$ cat config.mk
export PLATFORM = sky130hd
export DESIGN_NAME = uart_parity_tx
export DESIGN_NICKNAME = d
export VERILOG_FILES = /design/src/rtl/uart_parity_tx.sv
export SDC_FILE = /design/constraint.sdc
export NUM_CORES = 1
export LEC_CHECK = 0
export ABC_AREA = 1
export BUFFER_PORTS_ARGS = -buffer_cell sky130_fd_sc_hd__buf_2
export CAP_MARGIN = 10
export CORE_ASPECT_RATIO = 0.7
export CORE_MARGIN = 1.5
export CORE_UTILIZATION = 53
export DETAILED_ROUTE_END_ITERATION = 8
export PLACE_DENSITY_LB_ADDON = 0.15
export SETUP_SLACK_MARGIN = 0.4
export SLEW_MARGIN = 15
export SYNTH_ARGS = -nofsm -noshare
export SYNTH_HDL_FRONTEND = slang
export SYNTH_SLANG_ARGS = --single-unit
$ cat constraint.sdc
create_clock -name clk -period 1.7 [get_ports clk]
set_input_delay 0.255 -clock clk [delete_from_list [all_inputs] [get_ports clk]]
set_output_delay 0.255 -clock clk [all_outputs]
set_load 0.02 [all_outputs]
$ cat src/rtl/uart_parity_tx.sv
// UART transmitter with one parity bit: start, 8 data bits LSB first, parity, stop.
// All outputs are registered; tx idles high and a frame lasts 11 bit periods.
module uart_parity_tx #(
    parameter int CLKS_PER_BIT = 434,
    parameter int PARITY_ODD   = 0
) (
    input  logic       clk,
    input  logic       n_rst,
    input  logic       send,
    input  logic [7:0] data_in,
    output logic       tx,
    output logic       busy,
    output logic       done,
    output logic       parity_out
);

    typedef enum logic [2:0] {
        IDLE,
        START,
        DATA,
        PARITY,
        STOP
    } state_t;

    localparam logic [15:0] BAUD_LAST = 16'(CLKS_PER_BIT - 1);
    localparam logic        ODD       = (PARITY_ODD != 0);

    state_t      state;
    logic [15:0] baud_cnt;
    logic [2:0]  bit_idx;
    logic [7:0]  data_reg;
    logic        bit_end;

    assign bit_end = (baud_cnt == BAUD_LAST);

    always_ff @(posedge clk or negedge n_rst) begin
        if (!n_rst) begin
            state      <= IDLE;
            baud_cnt   <= '0;
            bit_idx    <= '0;
            data_reg   <= '0;
            tx         <= 1'b1;
            busy       <= 1'b0;
            done       <= 1'b0;
            parity_out <= 1'b0;
        end else begin
            done <= 1'b0;
            case (state)
                IDLE: begin
                    tx       <= 1'b1;
                    baud_cnt <= '0;
                    bit_idx  <= '0;
                    if (send) begin
                        // parity_out doubles as the parity latch used for the parity bit
                        data_reg   <= data_in;
                        parity_out <= (^data_in) ^ ODD;
                        state      <= START;
                        tx         <= 1'b0;
                        busy       <= 1'b1;
                    end
                end
                START: begin
                    if (bit_end) begin
                        baud_cnt <= '0;
                        bit_idx  <= '0;
                        tx       <= data_reg[0];
                        state    <= DATA;
                    end else begin
                        baud_cnt <= baud_cnt + 16'd1;
                    end
                end
                DATA: begin
                    if (bit_end) begin
                        baud_cnt <= '0;
                        if (bit_idx == 3'd7) begin
                            tx    <= parity_out;
                            state <= PARITY;
                        end else begin
                            tx      <= data_reg[bit_idx + 3'd1];
                            bit_idx <= bit_idx + 3'd1;
                        end
                    end else begin
                        baud_cnt <= baud_cnt + 16'd1;
                    end
                end
                PARITY: begin
                    if (bit_end) begin
                        baud_cnt <= '0;
                        tx       <= 1'b1;
                        state    <= STOP;
                    end else begin
                        baud_cnt <= baud_cnt + 16'd1;
                    end
                end
                STOP: begin
                    if (bit_end) begin
                        // done lands in the first IDLE cycle, where a new send is accepted
                        baud_cnt <= '0;
                        tx       <= 1'b1;
                        busy     <= 1'b0;
                        done     <= 1'b1;
                        state    <= IDLE;
                    end else begin
                        baud_cnt <= baud_cnt + 16'd1;
                    end
                end
                default: begin
                    state <= IDLE;
                    tx    <= 1'b1;
                    busy  <= 1'b0;
                end
            endcase
        end
    end

endmodule

==> results.sh <==
export IMPL_outcome="complete, but fails checks"
export IMPL_violated_checks="negative hold slack"
export IMPL_avgSynthCellArea_sq_um=7.49
export IMPL_firstDrtPassIters=4
export IMPL_clock_transition_at_the_registers_of_the_reported_paths_ns=0.07
export IMPL_groute_usage_overall_pct=25.2
export IMPL_slew_headroom_pct=71.7
export IMPL_max_cap_violations=0
export IMPL_worst_setup_path_type="flop to flop"
export IMPL_ys_seq_area_share_pct=39.6
export IMPL_row_count=19
export IMPL_die_area_sq_um=4460
export IMPL_final_antenna_net_count=0
export IMPL_gp_routability_congestion=0.994
export IMPL_gr_total_overflow=0
export IMPL_pin_count_of_the_biggest_net_entering_global_routing=35
export IMPL_rr_startpoint="baud_cnt[1]$_DFFE_PN0P_"
export IMPL_max_vdd_ir_drop_v=0.000411
export IMPL_synthToLayoutAreaGrowth_pct=26.3
export IMPL_whs_ns=-0.00882
export IMPL_worstPathArrival_ns=1.65
export IMPL_hold_violations=15
export IMPL_synth_flop_cell="sky130_fd_sc_hd__dfrtp_1"
export IMPL_r2r_worst_path_depth=10
export IMPL_place_port_buffers=14
export IMPL_layout_setup_ws_ns=0.212
export IMPL_clock_latency_ns=0.28
export IMPL_asyncSetResetFlopFracSynth_pct=100
export IMPL_worstPathCellList="inv_2 -> ha_4 -> inv_2 -> nor2_4 -> nand2_2 -> nor2_4 -> nand2_4 -> nand2_8 -> buf_4 -> o22ai_1"
export IMPL_worst_ep_required_time_ns=1.86
export IMPL_min_delay_path_class="primary input to async pin"
export IMPL_min_period_over_period_pct=87.5
export IMPL_synth_fp_nets=302
export IMPL_antenna_cells=0
export IMPL_drv_slew=0
export IMPL_final_net_count=341
export IMPL_netlist_area_leader_share_pct=38.4
export IMPL_largest_register_ff_count=16
export IMPL_dr_total_vias=1992
export IMPL_power_density_nw_per_um2=573
export IMPL_sequential_cell_area_sq_um=858
export IMPL_ctsHtreeMaxLevel=2
export IMPL_reg2reg_slack_ns=0.21
export IMPL_place_ws_ns=0.129
export IMPL_fmaxAchievable_ghz=0.672
export IMPL_max_clock_buf_depth=2
export IMPL_finalSetupViolations=0
export IMPL_number_of_global_route_vias_before_repair=1851
export IMPL_sort_of_element_at_the_end_of_the_critical_path="flop"
export IMPL_post_synth_inst_count=287
export IMPL_dieWidth_um=79.1
export IMPL_timing_rr_end="baud_cnt[5]$_DFFE_PN0P_"
export IMPL_min_period_ns=1.49
export IMPL_yosysUniqueCellTypes=29
export IMPL_synth_edff_count=0
export IMPL_synth_yosys_warnings=0
export IMPL_pin_count=15
export IMPL_die_height_um=56.3
export IMPL_grt_antenna_before_repair=0
export IMPL_finClkSkew_ns=0.00816
export IMPL_tritoncts_num_buffers=5
export IMPL_clock_root_buffer="sky130_fd_sc_hd__clkbuf_8"
export IMPL_tritoncts="done"
export IMPL_global_route_wire_length_before_repair_mm=8.67
export IMPL_clock_sinks=34
export IMPL_total_leakage_power_nw=1.27
export IMPL_initial_utilization_pct=55.2
export IMPL_netlist_top_cell_by_area="sky130_fd_sc_hd__dfrtp_1"
export IMPL_drt_vias_per_instance=5.26
export IMPL_number_of_flip_flops_and_latches_in_the_synthesized_netlist=34
export IMPL_post_dp_hpwl_mm=3.60
export IMPL_crit_path_max_incr_delay_ns=0.39
export IMPL_critical_path_startpoint_type="flop"
export IMPL_floorplan_core_area_sq_um=3900
export IMPL_postRouteWirelength_mm=5.25
export IMPL_detail_route_drc_violations=0
export IMPL_dr_first_iter_drc_count=138
export IMPL_drive_gt1_share_pct=28.4
export IMPL_multi_input_comb_area_sq_um=1290
export IMPL_worstPathMaxFanout=8
export IMPL_holdBufCountCts=0
export IMPL_netlist_area_sq_um=2150
export IMPL_post_synth_main_area_contributors="sky130_fd_sc_hd__dfrtp_1 (38%), sky130_fd_sc_hd__nand2_1 (14%), sky130_fd_sc_hd__inv_1 (6.5%)"
export IMPL_post_drt_wl_per_cell_um=13.9
export IMPL_setup_tns_ns=0
export IMPL_count_of_filler_cells_inserted_in_the_layout=317
export IMPL_rsz0062_at_grt="true"
export IMPL_timing_worst_slew_pin_value_ns=0.425
export IMPL_cp_max_stage_cell="sky130_fd_sc_hd__dfrtp_1"
power by group:
part           switching (mW)  internal, mW
clock network           0.291         0.327
registers             0.00530         0.824
logic                  0.0694        0.0395
how the worst max path moves through the flow:
| stage | startpoint | end | slack, ns | depth (start not counted) |
|---|---|---|---|---|
| global route | baud_cnt[1]$_DFFE_PN0P_ | baud_cnt[11]$_DFFE_PN0P_ | 0.13 | 11 |
| global placement | baud_cnt[1]$_DFFE_PN0P_ | baud_cnt[11]$_DFFE_PN0P_ | 0.16 | 11 |
| floorplan | baud_cnt[1]$_DFFE_PN0P_ | bit_idx[0]$_DFFE_PN0P_ | 0.32 | 11 |
| CTS | baud_cnt[1]$_DFFE_PN0P_ | baud_cnt[10]$_DFFE_PN0P_ | 0.20 | 11 |
| detailed placement | baud_cnt[0]$_DFFE_PN0P_ | baud_cnt[10]$_DFFE_PN0P_ | 0.13 | 7 |
| finish | baud_cnt[1]$_DFFE_PN0P_ | baud_cnt[5]$_DFFE_PN0P_ | 0.21 | 10 |
critical path, delay by kind of cell, from the launching register on:
| family | cells | cell delay (ns) |
|---|---|---|
| simple gates | 5 | 0.52 |
| buf+inv | 3 | 0.24 |
| flops | 1 | 0.39 |
| compound gates | 1 | 0.07 |
| fa+ha+maj | 1 | 0.14 |
per-layer routing:
| layer | share of wire [%] | GRT usage [%] |
|---|---|---|
| met1 | 54 | 41.9 |
| met2 | 41 | 32.0 |
| met3 | 4.9 | 7.15 |
| met4 | 0.30 | 4.26 |
| met5 | 0 | 0 |
through the flow:
stage	power [mW]	cells	hold slack [ns]	cell area, sq um	util, %
final	1.56	379	-0.00882	2720	69.7
after global routing	1.62	379	0.0274	2720	69.7
after floorplan	0.902	287	-0.0406	2170	-
after global placement	0.954	354	0.315	2310	59.2
after detailed placement	0.955	354	0.311	2310	59.2
after CTS	1.57	371	0.00821	2550	65.4
area by class of cell:
type                    count  area share, %
well taps                  52           2.40
multi-input cells         210           47.5
inverters                  41           6.40
clock inverters             1          0.184
flip-flops and latches     34           31.6
clock buffers               7           3.18
repair buffers             34           8.71
repair_timing:
action	in CTS	in global routing
gates cloned	0	0
endpoints found under the setup margin	33	33
gates resized for setup	22	26
buffers inserted	9	8
pin swaps	12	11
cells in the mapped netlist, types with 5 or more instances:
| library cell | count |
|---|---|
| sky130_fd_sc_hd__dfrtp_1 | 33 |
| sky130_fd_sc_hd__inv_1 | 37 |
| sky130_fd_sc_hd__nand2_1 | 78 |
| sky130_fd_sc_hd__nand2_2 | 5 |
| sky130_fd_sc_hd__nand3_1 | 26 |
| sky130_fd_sc_hd__nand4_1 | 12 |
| sky130_fd_sc_hd__nor2_1 | 25 |
| sky130_fd_sc_hd__o21ai_0 | 17 |
| sky130_fd_sc_hd__o21ai_1 | 5 |
| sky130_fd_sc_hd__o22ai_1 | 5 |
| sky130_fd_sc_hd__xnor2_1 | 5 |
| sky130_fd_sc_hd__xor2_1 | 8 |
logic make-up (layout without fill, tap and decap cells):
logic type | after synthesis | in the layout | synth area share, %
XOR/XNOR | 13 | 13 | 5.29
AND/OR/NAND/NOR | 161 | 161 | 36.1
buffers and inverters | 43 | 83 | 8.49
flip-flops | 34 | 34 | 39.6
adder cells (fa/ha/maj) | 4 | 4 | 2.33
AO/OA/AOI/OAI | 32 | 32 | 8.20
placed cells by master (no fill, tap or decap), types with 2 or more instances in the layout:
master                     netlist  layout
sky130_fd_sc_hd__xnor2_1         5       5
sky130_fd_sc_hd__o21ai_2         0       2
sky130_fd_sc_hd__nand2_2         5       5
sky130_fd_sc_hd__buf_4           0      18
sky130_fd_sc_hd__inv_1          37      35
sky130_fd_sc_hd__nand2_1        78      74
sky130_fd_sc_hd__o22ai_1         5       5
sky130_fd_sc_hd__a21oi_1         2       2
sky130_fd_sc_hd__o21ai_4         0       2
sky130_fd_sc_hd__nand3_1        26      21
sky130_fd_sc_hd__dfrtp_2         0       5
sky130_fd_sc_hd__nand2_8         1       2
sky130_fd_sc_hd__buf_2           1      14
sky130_fd_sc_hd__nor2_1         25      20
sky130_fd_sc_hd__a21oi_2         2       2
sky130_fd_sc_hd__nand3_2         0       4
sky130_fd_sc_hd__o21ai_0        17      13
sky130_fd_sc_hd__nand4_1        12      12
sky130_fd_sc_hd__dfrtp_1        33      28
sky130_fd_sc_hd__inv_2           2       3
sky130_fd_sc_hd__nand2_4         3       6
sky130_fd_sc_hd__nor3_1          3       2
sky130_fd_sc_hd__xor2_1          8       8
sky130_fd_sc_hd__ha_4            0       2
sky130_fd_sc_hd__o21ai_1         5       5
sky130_fd_sc_hd__nor2_2          2       2
sky130_fd_sc_hd__ha_1            4       2
sky130_fd_sc_hd__nor2_4          4       9
sky130_fd_sc_hd__clkbuf_8        0       6
(Power assumes the default switching activity.)
